<file path="config.mk">
export PLATFORM = sky130hd
export DESIGN_NAME = vga_fb_arbiter
export DESIGN_NICKNAME = d
export VERILOG_FILES = /design/src/rtl/vga_fb_pkg.sv /design/src/rtl/vga_fb_hold_reg.sv /design/src/rtl/vga_fb_arbiter.sv
export SDC_FILE = /design/constraint.sdc
export NUM_CORES = 1
export LEC_CHECK = 0
export CORE_MARGIN = 1.5
export CORE_UTILIZATION = 42
export DETAILED_ROUTE_END_ITERATION = 8
export PLACE_DENSITY_LB_ADDON = 0.12
export SLEW_MARGIN = 20
export SYNTH_ARGS = -nofsm -noshare
export SYNTH_HDL_FRONTEND = slang
export SYNTH_SLANG_ARGS = --single-unit
</file>
<file path="constraint.sdc">
create_clock -name i_clk -period 2 [get_ports i_clk]
set_input_delay 0.4 -clock i_clk [delete_from_list [all_inputs] [get_ports i_clk]]
set_output_delay 0.4 -clock i_clk [all_outputs]
set_load 0.02 [all_outputs]
</file>
<file path="src/rtl/vga_fb_pkg.sv">
// -----------------------------------------------------------------------------
// vga_fb_pkg
// Shared definitions for the framebuffer arbiter slice: framebuffer geometry,
// bus widths, the slot grant encoding, the host round-robin pointer encoding
// and the address range check used on every host transaction.
// No ports (package).
// -----------------------------------------------------------------------------
package vga_fb_pkg;

   localparam int FB_W    = 200;
   localparam int FB_H    = 150;
   localparam int ADDR_W  = 15;
   localparam int DATA_W  = 6;
   localparam int FB_SIZE = FB_W * FB_H;

   // Owner of the current RAM command slot
   typedef enum logic [1:0] {
      GNT_NONE = 2'd0,
      GNT_DISP = 2'd1,
      GNT_WR   = 2'd2,
      GNT_RD   = 2'd3
   } gnt_e;

   // Host channel favoured when both holding registers are full
   typedef enum logic {
      RR_WR = 1'b0,
      RR_RD = 1'b1
   } rr_e;

   // True when the address lies inside the visible framebuffer
   function automatic logic addr_in_range(input logic [ADDR_W-1:0] addr);
      return (32'(addr) < 32'(FB_SIZE));
   endfunction

endpackage

</file>
<file path="src/rtl/vga_fb_hold_reg.sv">
// -----------------------------------------------------------------------------
// vga_fb_hold_reg
// One-entry valid/ready holding register. Accepts a payload when empty,
// presents it with a full flag, and empties when the arbiter grants it.
// Ports:
//   i_clk, i_rst  clock and synchronous active-high reset
//   i_valid       upstream valid
//   o_ready       upstream ready (register empty)
//   i_payload     upstream payload
//   i_grant       arbiter grant; empties the register
//   o_full        register holds a pending transaction
//   o_payload     held payload
// -----------------------------------------------------------------------------
module vga_fb_hold_reg #(
   parameter int PAYLOAD_W = 8
) (
   input  logic                 i_clk,
   input  logic                 i_rst,
   input  logic                 i_valid,
   output logic                 o_ready,
   input  logic [PAYLOAD_W-1:0] i_payload,
   input  logic                 i_grant,
   output logic                 o_full,
   output logic [PAYLOAD_W-1:0] o_payload
);

   logic                 full_q;
   logic                 full_d;
   logic [PAYLOAD_W-1:0] payload_q;
   logic [PAYLOAD_W-1:0] payload_d;

   // Next-state: load when empty, drain on grant (never both in one cycle)
   always_comb begin
      full_d    = full_q;
      payload_d = payload_q;
      if (i_valid && !full_q) begin
         full_d    = 1'b1;
         payload_d = i_payload;
      end else if (i_grant) begin
         full_d    = 1'b0;
      end else begin
         full_d    = full_q;
      end
   end

   // State register with synchronous reset
   always_ff @(posedge i_clk) begin
      if (i_rst) begin
         full_q    <= 1'b0;
         payload_q <= {PAYLOAD_W{1'b0}};
      end else begin
         full_q    <= full_d;
         payload_q <= payload_d;
      end
   end

   assign o_ready   = !full_q;
   assign o_full    = full_q;
   assign o_payload = payload_q;

endmodule

</file>
<file path="src/rtl/vga_fb_arbiter.sv">
// -----------------------------------------------------------------------------
// vga_fb_arbiter
// Shares one single-port framebuffer RAM between the display scanout fetch
// (absolute priority, fixed 3-cycle latency) and a host write/read port.
// Host traffic fills idle slots, alternating between write and read when both
// are pending.
// Ports:
//   i_clk, i_rst                 clock, synchronous active-high reset
//   i_disp_req/i_disp_addr       display fetch request
//   o_disp_valid/o_disp_data     display pixel, 3 cycles after the request
//   i_wr_valid/o_wr_ready        host write handshake (i_wr_addr, i_wr_data)
//   i_rd_valid/o_rd_ready        host read handshake (i_rd_addr)
//   o_rd_valid/o_rd_data         host read data, 2 cycles after the grant
//   o_mem_en/we/addr/wdata       RAM command
//   i_mem_rdata                  RAM data, one cycle after a read command
//   o_err                        sticky out-of-range host address
//   o_starve                     sticky host starvation
// -----------------------------------------------------------------------------
module vga_fb_arbiter
   import vga_fb_pkg::*;
#(
   parameter int STARVE_LIMIT = 1023
) (
   input  logic              i_clk,
   input  logic              i_rst,
   input  logic              i_disp_req,
   input  logic [ADDR_W-1:0] i_disp_addr,
   output logic              o_disp_valid,
   output logic [DATA_W-1:0] o_disp_data,
   input  logic              i_wr_valid,
   output logic              o_wr_ready,
   input  logic [ADDR_W-1:0] i_wr_addr,
   input  logic [DATA_W-1:0] i_wr_data,
   input  logic              i_rd_valid,
   output logic              o_rd_ready,
   input  logic [ADDR_W-1:0] i_rd_addr,
   output logic              o_rd_valid,
   output logic [DATA_W-1:0] o_rd_data,
   output logic              o_mem_en,
   output logic              o_mem_we,
   output logic [ADDR_W-1:0] o_mem_addr,
   output logic [DATA_W-1:0] o_mem_wdata,
   input  logic [DATA_W-1:0] i_mem_rdata,
   output logic              o_err,
   output logic              o_starve
);

   localparam int               CNT_W      = $clog2(STARVE_LIMIT + 1);
   localparam logic [CNT_W-1:0] STARVE_MAX = CNT_W'(STARVE_LIMIT);
   localparam int               WR_PAY_W   = ADDR_W + DATA_W;

   // Display request stage
   logic              disp_req_q,  disp_req_d;
   logic [ADDR_W-1:0] disp_addr_q, disp_addr_d;

   // Read-data pipeline and registered outputs
   logic              disp_p_q,     disp_p_d;
   logic              rd_p_q,       rd_p_d;
   logic              rd_oor_p_q,   rd_oor_p_d;
   logic              disp_valid_q, disp_valid_d;
   logic [DATA_W-1:0] disp_data_q,  disp_data_d;
   logic              rd_valid_q,   rd_valid_d;
   logic [DATA_W-1:0] rd_data_q,    rd_data_d;

   // Arbitration and status state
   rr_e               rr_q,     rr_d;
   logic [CNT_W-1:0]  cnt_q,    cnt_d;
   logic              err_q,    err_d;
   logic              starve_q, starve_d;

   // Holding register interfaces
   logic                wr_ready_s, wr_full_s, wr_gnt_s;
   logic [WR_PAY_W-1:0] wr_pay_s;
   logic [ADDR_W-1:0]   wr_addr_s;
   logic [DATA_W-1:0]   wr_data_s;
   logic                rd_ready_s, rd_full_s, rd_gnt_s;
   logic [ADDR_W-1:0]   rd_addr_s;

   // Slot decision and RAM command
   gnt_e              gnt_s;
   logic              mem_en_s;
   logic              mem_we_s;
   logic [ADDR_W-1:0] mem_addr_s;
   logic [DATA_W-1:0] mem_wdata_s;

   vga_fb_hold_reg #(
      .PAYLOAD_W (WR_PAY_W)
   ) u_wr_hold (
      .i_clk     (i_clk),
      .i_rst     (i_rst),
      .i_valid   (i_wr_valid),
      .o_ready   (wr_ready_s),
      .i_payload ({i_wr_addr, i_wr_data}),
      .i_grant   (wr_gnt_s),
      .o_full    (wr_full_s),
      .o_payload (wr_pay_s)
   );

   vga_fb_hold_reg #(
      .PAYLOAD_W (ADDR_W)
   ) u_rd_hold (
      .i_clk     (i_clk),
      .i_rst     (i_rst),
      .i_valid   (i_rd_valid),
      .o_ready   (rd_ready_s),
      .i_payload (i_rd_addr),
      .i_grant   (rd_gnt_s),
      .o_full    (rd_full_s),
      .o_payload (rd_addr_s)
   );

   assign wr_addr_s = wr_pay_s[WR_PAY_W-1:DATA_W];
   assign wr_data_s = wr_pay_s[DATA_W-1:0];

   // Slot owner: a display request registered last cycle always takes it
   always_comb begin
      gnt_s = GNT_NONE;
      if (disp_req_q) begin
         gnt_s = GNT_DISP;
      end else if (wr_full_s && rd_full_s) begin
         gnt_s = (rr_q == RR_WR) ? GNT_WR : GNT_RD;
      end else if (wr_full_s) begin
         gnt_s = GNT_WR;
      end else if (rd_full_s) begin
         gnt_s = GNT_RD;
      end else begin
         gnt_s = GNT_NONE;
      end
   end

   assign wr_gnt_s = (gnt_s == GNT_WR);
   assign rd_gnt_s = (gnt_s == GNT_RD);

   // RAM command for the slot; out-of-range host slots issue nothing
   always_comb begin
      mem_en_s    = 1'b0;
      mem_we_s    = 1'b0;
      mem_addr_s  = {ADDR_W{1'b0}};
      mem_wdata_s = {DATA_W{1'b0}};
      case (gnt_s)
         GNT_DISP: begin
            mem_en_s   = 1'b1;
            mem_addr_s = disp_addr_q;
         end
         GNT_WR: begin
            if (addr_in_range(wr_addr_s)) begin
               mem_en_s    = 1'b1;
               mem_we_s    = 1'b1;
               mem_addr_s  = wr_addr_s;
               mem_wdata_s = wr_data_s;
            end else begin
               mem_en_s    = 1'b0;
            end
         end
         GNT_RD: begin
            if (addr_in_range(rd_addr_s)) begin
               mem_en_s   = 1'b1;
               mem_addr_s = rd_addr_s;
            end else begin
               mem_en_s   = 1'b0;
            end
         end
         default: begin
            mem_en_s = 1'b0;
         end
      endcase
   end

   // Next-state for pipelines, round-robin pointer, starvation and error flags
   always_comb begin
      disp_req_d   = i_disp_req;
      disp_addr_d  = i_disp_addr;
      disp_p_d     = (gnt_s == GNT_DISP);
      rd_p_d       = rd_gnt_s;
      rd_oor_p_d   = rd_gnt_s && !addr_in_range(rd_addr_s);
      disp_valid_d = disp_p_q;
      disp_data_d  = disp_p_q ? i_mem_rdata : {DATA_W{1'b0}};
      rd_valid_d   = rd_p_q;
      // An out-of-range read had no RAM command, so whatever is on the bus is stale
      rd_data_d    = (rd_p_q && !rd_oor_p_q) ? i_mem_rdata : {DATA_W{1'b0}};

      rr_d = rr_q;
      if (wr_gnt_s) begin
         rr_d = RR_RD;
      end else if (rd_gnt_s) begin
         rr_d = RR_WR;
      end else begin
         rr_d = rr_q;
      end

      cnt_d = cnt_q;
      if (wr_gnt_s || rd_gnt_s) begin
         cnt_d = {CNT_W{1'b0}};
      end else if ((wr_full_s || rd_full_s) && (cnt_q != STARVE_MAX)) begin
         cnt_d = cnt_q + CNT_W'(1);
      end else begin
         cnt_d = cnt_q;
      end
      starve_d = starve_q || (cnt_d == STARVE_MAX);

      // Flag the address at acceptance time
      err_d = err_q
            || (i_wr_valid && wr_ready_s && !addr_in_range(i_wr_addr))
            || (i_rd_valid && rd_ready_s && !addr_in_range(i_rd_addr));
   end

   // State registers with synchronous reset; in-flight strobes are discarded
   always_ff @(posedge i_clk) begin
      if (i_rst) begin
         disp_req_q   <= 1'b0;
         disp_addr_q  <= {ADDR_W{1'b0}};
         disp_p_q     <= 1'b0;
         rd_p_q       <= 1'b0;
         rd_oor_p_q   <= 1'b0;
         disp_valid_q <= 1'b0;
         disp_data_q  <= {DATA_W{1'b0}};
         rd_valid_q   <= 1'b0;
         rd_data_q    <= {DATA_W{1'b0}};
         rr_q         <= RR_WR;
         cnt_q        <= {CNT_W{1'b0}};
         err_q        <= 1'b0;
         starve_q     <= 1'b0;
      end else begin
         disp_req_q   <= disp_req_d;
         disp_addr_q  <= disp_addr_d;
         disp_p_q     <= disp_p_d;
         rd_p_q       <= rd_p_d;
         rd_oor_p_q   <= rd_oor_p_d;
         disp_valid_q <= disp_valid_d;
         disp_data_q  <= disp_data_d;
         rd_valid_q   <= rd_valid_d;
         rd_data_q    <= rd_data_d;
         rr_q         <= rr_d;
         cnt_q        <= cnt_d;
         err_q        <= err_d;
         starve_q     <= starve_d;
      end
   end

   assign o_disp_valid = disp_valid_q;
   assign o_disp_data  = disp_data_q;
   assign o_wr_ready   = wr_ready_s;
   assign o_rd_ready   = rd_ready_s;
   assign o_rd_valid   = rd_valid_q;
   assign o_rd_data    = rd_data_q;
   assign o_mem_en     = mem_en_s;
   assign o_mem_we     = mem_we_s;
   assign o_mem_addr   = mem_addr_s;
   assign o_mem_wdata  = mem_wdata_s;
   assign o_err        = err_q;
   assign o_starve     = starve_q;

endmodule

</file>
After elaboration in Yosys (flattened, before gate mapping)
Cells that the tools add are included.

Add/subtract/negate cells: 1. Mux-type cells: 21. Equality and inequality tests: 5. Bitwise gates (word level): 2. $lt $le $gt $ge: 4. Reduce and logical (&&, ||, !) cells: 24.

Operators with widths (number): $lt 15x15->1 const B (4); $pmux 15 s3 (1); $mux 15 (2); $mux 10 (2); $mux 6 (2); $add 10x1->10 const B (1); $eq 10x10->1 const B (1); $ne 10x10->1 const B (1); $mux 1 (9); $logic_and 1x1->1 (8); $mux 2 (4); $logic_not 1->1 (6); $reduce_bool 2->1 (3); $logic_or 1x1->1 (5); $eq 2x2->1 const B (2); $reduce_or 2->1 (2); $pmux 1 s3 (1); $eq 2x1->1 const B (1); $not 1->1 (2).

Bits in registers: 84. Word-level logic and storage cells: 74. Output and inout bits: 41. Bits of input ports: 62.

Logic depth before layout (Yosys ltp)
Gate-level depths: netlist (run 1).

Depth in word-level cells: 9. Mapped depth: 6. Depth with buffers taken out: 6.

By module
Synthesis (run 1) repeated with hierarchy kept, for this count alone.

Cell total of the unflattened synthesis: 386. Area total of the unflattened synthesis: 3877.5 µm².

By module, submodules not included: vga_fb_arbiter (area an instance 2108.3 µm², seq. area each 920.9 µm², cells an instance 216, times used 1); vga_fb_hold_reg at u_wr_hold (area an instance 989.7 µm², seq. area each 440.4 µm², cells an instance 99, times used 1); vga_fb_hold_reg at u_rd_hold (area an instance 779.5 µm², seq. area each 320.3 µm², cells an instance 71, times used 1).

Worst setup path before layout (run 1)
Ideal clock, no wire load.

Kind: flip-flop to output port. From: reg u_rd_hold.payload_q[5], in the netlist u_rd_hold.o_payload[5]. To: out o_mem_addr[0]. Setup slack: -17 ps. Data arrival time: 1617 ps. Required time: 1600 ps. Cell stages (with the launch flop): 7. Path buffers: 1. Cells stage by stage: dfxtp_1 a211o_1 a21o_1 a21o_1 a21oi_2 buf_2 a221o_1.

Longest elaborated chain between the ends: 3.

RTL lines: start, declared (line vga_fb_hold_reg.sv:29) `logic [PAYLOAD_W-1:0] payload_q;`; start signal, assigned (line vga_fb_hold_reg.sv:50) `payload_q <= {PAYLOAD_W{1'b0}};`; start signal, assigned (line vga_fb_hold_reg.sv:53) `payload_q <= payload_d;`; $lt 15x15->1 (line vga_fb_pkg.sv:32) `return (32'(addr) < 32'(FB_SIZE));`; $mux 15 (line vga_fb_arbiter.sv:156) `if (addr_in_range(rd_addr_s)) begin`; $pmux 15 s3 (line vga_fb_arbiter.sv:140) `case (gnt_s)`; end, declared (line vga_fb_arbiter.sv:41) `output logic [ADDR_W-1:0] o_mem_addr,`.

No other way between the ends.

Worst setup path after layout (run 1)
From: reg u_wr_hold.payload_q[11], in the netlist u_wr_hold.o_payload[11]. To: out o_mem_addr[5].

Longest elaborated chain between the ends: 3.

RTL lines: start, declared (line vga_fb_hold_reg.sv:29); start signal, assigned (line vga_fb_hold_reg.sv:50); start signal, assigned (line vga_fb_hold_reg.sv:53); $lt 15x15->1 (line vga_fb_pkg.sv:32); $mux 15 (*) (line vga_fb_arbiter.sv:146) `if (addr_in_range(wr_addr_s)) begin`; $pmux 15 s3 (*) (line vga_fb_arbiter.sv:140).

Mark *: on every way between the ends. The rest lies on a longest branch, timed or not.

==> results of run 1 <==
[worst reg2reg max path, stage by stage, from the launching register on]
cell       delay (ns)
dfxtp_1          0.38
ha_1             0.21
o21ai_1          0.16
a2111oi_4        0.37
xor2_1           0.22
nand4_1          0.14
o32ai_2          0.26
[flip-flops by register name, summed over array words and instances, names as in the netlist]
name,cells
u_wr_hold.o_payload,21
disp_addr_q,15
u_rd_hold.o_payload,15
cnt_q,10
o_disp_data,6
o_rd_data,6
disp_p_q,1
disp_req_q,1
o_disp_valid,1
o_err,1
o_rd_valid,1
o_starve,1
rd_oor_p_q,1
rd_p_q,1
rr_q,1
u_rd_hold.o_full,1
u_wr_hold.o_full,1
[cells in the final DEF, fill, tap and decap left out, types with 2 or more instances in the layout]
cell,Yosys,layout
a211o_1,4,4
a211oi_1,3,3
a21o_1,7,7
a21oi_1,39,39
a221o_1,15,15
a311oi_1,2,2
a31oi_1,2,2
and2_1,30,29
and3_1,9,9
buf_4,0,41
buf_6,1,29
clkbuf_8,0,10
clkdlybuf4s50_1,0,78
clkinv_2,0,2
dfxtp_1,84,82
dfxtp_2,0,2
inv_1,7,7
nand2_1,76,76
nand3_1,6,6
nand4_1,2,2
nor2_1,11,11
nor2b_1,26,26
nor3_1,4,4
o21ai_0,3,3
o21ai_1,2,2
xor2_1,4,4
[area by class of cell]
type	count	area share (%)
clock buffer	11	2.83
clock inverter	5	0.700
inverter	7	0.525
multi-input combinational	265	31.4
sequential	84	33.7
tap	102	2.55
timing repair buffer	149	28.4
[cell families after synthesis]
| group | synth area share (%) |
|---|---|
| AO/OA/AOI/OAI | 19.5 |
| XOR/XNOR | 1.31 |
| adder cells (fa/ha/maj) | 0.373 |
| buffers and inverters | 3.47 |
| flip-flops | 50.2 |
| AND/OR/NAND/NOR | 25.1 |
[worst paths after layout]
path                                    endpoint  depth (start not counted)                            startpoint
min reg2reg  u_wr_hold.o_payload[2]$_SDFFE_PP0P_                          2   u_wr_hold.o_payload[2]$_SDFFE_PP0P_
max                                o_mem_addr[5]                          7  u_wr_hold.o_payload[11]$_SDFFE_PP0P_
max reg2reg                  o_starve$_SDFF_PP0_                          6                   cnt_q[0]$_SDFF_PP0_
min                          cnt_q[1]$_SDFF_PP0_                          2                                 i_rst
[layer usage]
metal	track usage (%)	share of wire [%]	up-vias	routed length, um
met3	3.78	5.2	7	467
li1	-	-	1566	-
met4	6.92	0.91	0	82
met5	0	0	-	0
met1	27.1	44	1442	3920
met2	37.7	50	94	4520
[what timing repair did]
| item | 4_1_cts | 5_1_grt |
|---|---|---|
| setup endpoints to repair | 23 | 23 |
| gates resized for setup | 147 | 4 |
| hold buffers | 0 | 0 |
| pin swaps | 9 | 0 |
| hold endpoints to repair | 0 | 0 |
| cloned | 1 | 0 |
[power breakdown]
part	total (uW)	internal, uW	switching, uW
Clock	1090	489	601
Combinational	627	340	287
Sequential	1790	1750	38.7
Total	3500	2580	926
[per-stage QoR]
| stage | hold WS [ns] | setup TNS [ns] | setup slack (ns) | utilization (%) |
|---|---|---|---|---|
| 6_report | 0.279 | -8.63 | -0.422 | 64.8 |
| 5_1_grt | 0.256 | -10.52 | -0.516 | 64.8 |
| 4_1_cts | 0.265 | -8.91 | -0.441 | 64.6 |
| 3_5_place_dp | 0.442 | -12.60 | -0.632 | 61.4 |
| 3_3_place_gp | 0.439 | -11.86 | -0.597 | 61.4 |
| 2_1_floorplan | 0.432 | -0.00482 | -0.00161 | - |
==> flow_metrics.py, run 1 <==
metrics = {
    "cells_and_area": {
        "area_growth_pct": 49.4,
        "final_nets": 579,
        "multiInputGateArea_um2": 1570,
        "stdcell_area_um2": 5000,
        "drive_gt1_share_pct": 18.4,
        "num_antenna_cells": 0,
        "ff_latch_area_um2": 1680,
        "final_cells": 623,
        "fillers": 659,
    },
    "setup_path": {
        "max_stage_delay_ns": 0.33,
        "cp_max_fo": 6,
        "criticalPathCategory": "reg -> out",
        "cp.required_ns": 1.60,
        "cp-end-kind": "output pin",
        "crit_slowest_cell": "dfxtp_2",
        "timing.critical_path.buf_inv": 2,
        "rrSetupSlack_ns": 0.19,
        "start_kind": "flip-flop",
        "cp_data_arrival_time_ns": 2.02,
        "crit_family": "compound AO/OA/AOI/OAI gates",
        "cp_cell_sequence": "a211o_1 > a21o_1 > a21o_1 > a21boi_4 > buf_6 > a221o_1 > buf_6",
    },
    "synthesis": {
        "async_flop_share_pct": 0,
        "synth_flop_cell": "dfxtp_1",
        "synth.most_common_cell": "dfxtp_1",
        "ys_warn_count": 0,
        "synth-seq-area-share_pct": 50.2,
        "ys_types": 42,
        "synthTopCellsByCount": "dfxtp_1 (84), nand2_1 (76), a21oi_1 (39), and2_1 (30), nor2b_1 (26)",
        "syn_inst": 377,
        "ys_ff_latch": 84,
        "yosysTopAreaCell": "dfxtp_1",
        "mappedNetlistArea_um2": 3350,
        "synthTopCellsByArea": "dfxtp_1 (50%), nand2_1 (8.5%), a21oi_1 (5.8%)",
        "syn_area_per_cell_um2": 8.88,
        "synth_edf_count": 0,
        "synth.top_cell.area_share_pct": 50.2,
        "synth_nets": 440,
    },
    "placed_design": {
        "dpl.hpwl_um": 6470,
        "gp_congestion": 0.830,
        "placed_area_um2": 4750,
        "dp_cells": 606,
        "port_buffers": 102,
    },
    "job": {
        "cap_violations": 0,
    },
    "routing": {
        "ant_nets": 0,
        "num_vias": 3109,
        "wl_per_cell_um": 14.4,
        "drcViolationCount": 0,
        "drt_first_pass_iters": 5,
        "via_per_inst": 4.99,
        "routed_wl_um": 8990,
        "first_iter_violations": 122,
    },
    "outcome": {
        "violations": "setup timing",
        "status": "complete, but fails checks",
    },
    "grt": {
        "grt_antenna_before_repair": 0,
        "grt.overflow.total": 0,
        "grt_max_degree": 42,
        "gr-usage-all-layers_pct": 21.7,
        "grt_pass1_wl_um": 14500,
        "grt_pass1_vias": 3017,
    },
    "timing": {
        "setup_violations": 23,
        "slew_headroom_pct": 64.4,
        "finalMaxSlewViolations": 0,
        "fin_ws_ns": -0.422,
        "period_share_pct": 121,
        "hold_viol": 0,
        "rsz0062_at_grt": "true",
        "min_period_ns": 2.42,
        "tightest_slew_ns": 0.532,
        "max_freq_mhz": 413,
        "fin_skew_ns": 0.00664,
    },
    "floorplanning": {
        "io_pins": 103,
        "die_h_um": 92.3,
        "die_w_um": 92.3,
        "rows": 32,
        "initial_core_util_pct": 43.3,
        "core_um2": 7730,
        "dieArea_um2": 8520,
    },
    "clock_network": {
        "insertion_delay_ns": 0.34,
        "cts_tree": "done",
        "clk_pin_slew_ns": 0.09,
        "clock-root-buffer": "clkbuf_8",
        "clockBufferDepth": 2,
        "cts_sinks": 84,
        "postCtsSetupBuffers": 0,
        "cts-htree-levels": 3,
        "cts_buffers": 9,
    },
    "pwr": {
        "power_leakage_uw": 0.00207,
        "max-vdd-ir-drop_mv": 0.393,
        "finalPower_uw": 3500,
        "power_density_nw_per_um2": 700,
    },
    "worst_hold_path": {
        "hold_path.class": "in -> reg",
    },
}
Note: power is estimated with default switching activity, not from simulation.
==> run 2: changes to the inputs <==
CORE_MARGIN = default   (was 1.5)
==> flow_metrics.py, run 2 (synthesized netlist as in run 1, its figures left out) <==
metrics = {
    "outcome": {
        "status": "complete, but fails checks",
        "violations": "setup timing",
    },
    "grt": {
        "grt_pass1_vias": 3100,
        "grt_max_degree": 42,
        "grt_pass1_wl_um": 14500,
        "gr-usage-all-layers_pct": 22.0,
        "grt.overflow.total": 0,
        "grt_antenna_before_repair": 0,
    },
    "cells_and_area": {
        "layout_common_cells": "dfxtp_1 (80), clkdlybuf4s50_1 (78), nand2_1 (76)",
        "stdcell_area_um2": 5060,
        "layout.cells.most_common": "dfxtp_1",
        "num_antenna_cells": 0,
        "largest_reg_flops": 21,
        "final_cells": 625,
        "drive_gt1_share_pct": 19.5,
        "area_growth_pct": 51.0,
        "fillers": 669,
        "final_nets": 581,
    },
    "placed_design": {
        "placed_area_um2": 4750,
        "gp_congestion": 0.812,
        "port_buffers": 102,
        "dpl.hpwl_um": 6520,
        "dp_cells": 606,
    },
    "pwr": {
        "power_density_nw_per_um2": 718,
        "power_leakage_uw": 0.00210,
        "max-vdd-ir-drop_mv": 0.437,
    },
    "floorplanning": {
        "rows": 32,
        "io_pins": 103,
        "dieArea_um2": 8340,
        "die_w_um": 91.3,
        "initial_core_util_pct": 43.3,
        "die_h_um": 91.3,
        "core_um2": 7730,
    },
    "timing": {
        "slew_headroom_pct": 64.6,
        "setup_violations": 23,
        "min_period_ns": 2.42,
        "tightest_slew_ns": 0.529,
        "hold_viol": 0,
        "fin_ws_ns": -0.417,
        "max_freq_mhz": 414,
        "fin_skew_ns": 0.00642,
        "period_share_pct": 121,
        "finalMaxSlewViolations": 0,
        "hold_slack_ns": 0.439,
        "rsz0062_at_grt": "true",
    },
    "worst_hold_path": {
        "hold_path.class": "in -> reg",
    },
    "setup_path": {
        "cp_cell_sequence": "a211o_1 > a21o_1 > a21o_1 > a21boi_4 > buf_6 > a221o_1 > buf_6",
        "cp.depth": 7,
        "timing.critical_path.buf_inv": 2,
        "rrSetupSlack_ns": 0.15,
        "cp-startpoint": "u_wr_hold.o_payload[10]$_SDFFE_PP0P_",
        "cp_data_arrival_time_ns": 2.02,
        "criticalPathCategory": "reg -> out",
        "timing.rr.start": "cnt_q[0]$_SDFF_PP0_",
        "worstRegToRegCells": 6,
        "crit_family": "compound AO/OA/AOI/OAI gates",
        "cp.required_ns": 1.60,
        "cp-endpoint": "o_mem_addr[5]",
        "cp-end-kind": "output pin",
        "cp_max_fo": 6,
        "max_stage_delay_ns": 0.33,
        "crit_slowest_cell": "dfxtp_2",
        "r2r-end": "o_starve$_SDFF_PP0_",
        "start_kind": "flip-flop",
    },
    "routing": {
        "drcViolationCount": 0,
        "via_per_inst": 5.02,
        "routed_wl_um": 8890,
        "ant_nets": 0,
        "first_iter_violations": 123,
        "wl_per_cell_um": 14.2,
        "num_vias": 3137,
        "drt_first_pass_iters": 6,
    },
    "clock_network": {
        "cts_buffers": 9,
        "clock-root-buffer": "clkbuf_8",
        "cts_sinks": 84,
        "cts-htree-levels": 3,
        "insertion_delay_ns": 0.34,
        "clk_pin_slew_ns": 0.08,
        "clockBufferDepth": 2,
        "ctsHoldBuffers": 0,
        "cts_tree": "done",
    },
    "job": {
        "cap_violations": 0,
    },
}
[run 2: cell types whose count changed in the layout (fill, tap and decap cells not counted), moves of 2 or more]
cell      previous run  this run
and2_1              29        27
and2_4               1         3
clkinv_4             1         3
dfxtp_1             82        80
dfxtp_2              2         4
[run 2: worst reg2reg max path: stages, from the launching register on]
cell and delay, ns:
dfxtp_1 0.38, ha_1 0.21, o21ai_1 0.16, a2111oi_4 0.36
xor2_1 0.22, nand4_1 0.17, o32ai_2 0.27
[run 2: report_power, final]
part           internal (uW)  switching [uW]
registers               1750            38.5
logic                    345             286
clock network            617             597
[run 2: how the worst min path moves through the flow]
stage          cells past startpoint                                  end                                 from  slack, ns
3_3_place_gp                       2  u_wr_hold.o_payload[1]$_SDFFE_PP0P_  u_wr_hold.o_payload[1]$_SDFFE_PP0P_       0.44
2_1_floorplan                      2  u_wr_hold.o_payload[0]$_SDFFE_PP0P_  u_wr_hold.o_payload[0]$_SDFFE_PP0P_       0.43
6_report                           3                  cnt_q[8]$_SDFF_PP0_                                i_rst       0.44
3_5_place_dp                       2  u_wr_hold.o_payload[1]$_SDFFE_PP0P_  u_wr_hold.o_payload[1]$_SDFFE_PP0P_       0.45
5_1_grt                            3                  cnt_q[8]$_SDFF_PP0_                                i_rst       0.45
4_1_cts                            3                  cnt_q[8]$_SDFF_PP0_                                i_rst       0.43
[run 2: per-stage QoR]
| step | setup slack (ns) | TNS (ns) | utilization (%) | total power [uW] |
|---|---|---|---|---|
| floorplan | -0.00161 | -0.00482 | - | 2080 |
| global placement | -0.596 | -11.85 | 61.4 | 2410 |
| detailed placement | -0.626 | -12.64 | 61.4 | 2420 |
| CTS | -0.434 | -8.78 | 65.1 | 3660 |
| global route | -0.508 | -10.28 | 65.4 | 3800 |
| finish | -0.417 | -8.42 | 65.4 | 3630 |
[run 2: metal layers]
metal | track usage [%] | up-vias | share of wire (%)
met2 | 37.7 | 85 | 49
li1 | - | 1573 | -
met5 | 0 | - | 0
met4 | 8.60 | 0 | 1.9
met1 | 27.2 | 1468 | 45
met3 | 4.44 | 11 | 3.9
[run 2: final cells by class]
class                      instances  area, um^2  area share (%)
clock inverter                     5        61.3            1.21
timing repair buffer             151        1440            28.5
clock buffer                      11         141            2.80
tap                              102         128            2.52
multi-input combinational        265        1580            31.1
inverter                           7        26.3           0.520
sequential                        84        1690            33.3
[run 2: what timing repair did]
item	CTS	global route
gates cloned	1	0
resized for setup	151	5
pin swaps	12	2
setup buffers	1	1
setup endpoints to repair	23	23
==> run 3: changes to the inputs <==
MAX_ROUTING_LAYER = met4   (was default)
SETUP_SLACK_MARGIN = 0.02   (was default)
==> flow_metrics.py, run 3 (synthesized netlist as in run 1, its figures left out) <==
metrics = {
    "outcome": {
        "status": "complete, but fails checks",
        "violations": "setup timing",
    },
    "grt": {
        "grt_antenna_before_repair": 0,
        "grt_max_degree": 40,
        "grt_pass1_wl_um": 14800,
        "gr-usage-all-layers_pct": 23.7,
        "grt.overflow.total": 0,
        "grt_pass1_vias": 3066,
    },
    "routing": {
        "via_per_inst": 5.03,
        "drt_first_pass_iters": 4,
        "drcViolationCount": 0,
        "num_vias": 3128,
        "ant_nets": 0,
        "routed_wl_um": 9140,
        "first_iter_violations": 141,
        "wl_per_cell_um": 14.7,
    },
    "timing": {
        "finalMaxSlewViolations": 0,
        "max_freq_mhz": 405,
        "hold_viol": 0,
        "period_share_pct": 124,
        "fin_skew_ns": 0.0112,
        "min_period_ns": 2.47,
        "fin_ws_ns": -0.471,
        "rsz0062_at_grt": "true",
        "final.setup.tns_ns": -9.21,
        "setup_violations": 23,
        "tightest_slew_ns": 0.506,
        "slew_headroom_pct": 66.2,
    },
    "setup_path": {
        "max_stage_delay_ns": 0.33,
        "crit_slowest_cell": "dfxtp_2",
        "cpMostUsedCell": "buf_6",
        "cp.required_ns": 1.60,
        "rrSetupSlack_ns": 0.15,
        "cp_cell_sequence": "a211o_1 > a21o_1 > a21o_1 > a21boi_4 > buf_6 > buf_6 > a221o_1 > buf_6",
        "cp_max_fo": 3,
        "cp-end-kind": "output pin",
        "timing.critical_path.buf_inv": 3,
        "crit_family": "compound AO/OA/AOI/OAI gates",
        "start_kind": "flip-flop",
        "cp_data_arrival_time_ns": 2.07,
        "criticalPathCategory": "reg -> out",
    },
    "pwr": {
        "max-vdd-ir-drop_mv": 0.513,
        "finalPower_uw": 3660,
        "power_density_nw_per_um2": 723,
        "power_leakage_uw": 0.00208,
    },
    "cells_and_area": {
        "layout.cells.most_common": "dfxtp_1",
        "ff_latch_area_um2": 1680,
        "multiInputGateArea_um2": 1600,
        "layout_common_cells": "dfxtp_1 (82), clkdlybuf4s50_1 (78), nand2_1 (76)",
        "area_growth_pct": 51.0,
        "num_antenna_cells": 0,
        "postLayoutCoreUtil_pct": 65.5,
        "stdcell_area_um2": 5060,
        "fillers": 675,
        "final_nets": 578,
        "largest_reg_flops": 21,
        "drive_gt1_share_pct": 19.6,
    },
    "job": {
        "cap_violations": 0,
    },
    "clock_network": {
        "clk_pin_slew_ns": 0.08,
        "ctsHoldBuffers": 0,
        "cts_buffers": 9,
        "cts_sinks": 84,
        "insertion_delay_ns": 0.36,
        "cts-htree-levels": 3,
        "clock-root-buffer": "clkbuf_8",
        "clockBufferDepth": 2,
        "cts_tree": "done",
    },
    "floorplanning": {
        "initial_core_util_pct": 43.3,
        "rows": 32,
        "dieArea_um2": 8340,
        "die_w_um": 91.3,
        "die_h_um": 91.3,
        "io_pins": 103,
        "core_um2": 7730,
    },
    "placed_design": {
        "placed_area_um2": 4720,
        "port_buffers": 102,
        "dpl.hpwl_um": 6530,
        "gp_congestion": 0.824,
    },
    "worst_hold_path": {
        "hold_path.class": "in -> reg",
    },
}
==> run 3: cell count changes in the layout (fill, tap and decap cells not counted), sizes merged <==
cell	before	now
clkinv	4	3
clkinvlp	0	2
clkbuf	11	9
buf	73	70
inv	7	8
==> run 3: per-layer routing <==
metal	track usage, %	vias to the layer above	share of wire (%)
li1	-	1565	-
met1	26.8	1450	42
met2	39.5	91	50
met3	5.11	22	4.4
met4	12.0	0	3.5
met5	-	-	0
==> run 3: path summary, 6_finish.rpt <==
kind,startpoint,endpoint,cells after the start
worst max-delay path,u_wr_hold.o_payload[10]$_SDFFE_PP0P_,o_mem_addr[0],8
worst min-delay path,i_rst,o_disp_valid$_SDFF_PP0_,2
worst max register to register,cnt_q[0]$_SDFF_PP0_,o_starve$_SDFF_PP0_,6
worst min register to register,rd_p_q$_SDFF_PP0_,o_rd_valid$_SDFF_PP0_,1
==> run 3: final cells by class <==
class | instances | area share, %
timing repair buffer | 148 | 28.2
tap | 102 | 2.52
inverter | 7 | 0.519
clock buffer | 9 | 2.45
multi-input combinational | 265 | 31.5
sequential | 84 | 33.3
clock inverter | 7 | 1.51
==> run 3: timing repair <==
item	CTS	global route
setup endpoints to repair	23	24
pin swaps	13	3
gates resized for setup	150	7
cloned	1	0
setup buffers	5	0
==> run 3: worst register-to-register path: cells and delay by family, from the launching register on <==
family	cells	cell delay, ns
AO/OA/AOI/OAI	3	0.75
flip-flops	1	0.43
XOR/XNOR	1	0.22
AND/OR/NAND/NOR	1	0.15
adder cells (fa/ha/maj)	1	0.20
==> run 3: per-stage QoR <==
| stage | hold slack [ns] | worst slack, ns | std cells |
|---|---|---|---|
| after detailed placement | 0.445 | -0.606 | 600 |
| final | 0.327 | -0.471 | 622 |
| after global routing | 0.334 | -0.533 | 622 |
| after floorplan | 0.432 | 0.0301 | 377 |
| after CTS | 0.317 | -0.485 | 622 |
| after global placement | 0.443 | -0.589 | 600 |
==> run 3: power breakdown <==
part           internal (uW)  total [uW]  switching (uW)
registers               1750        1790            41.3
logic                    350         638             289
clock network            583        1230             645
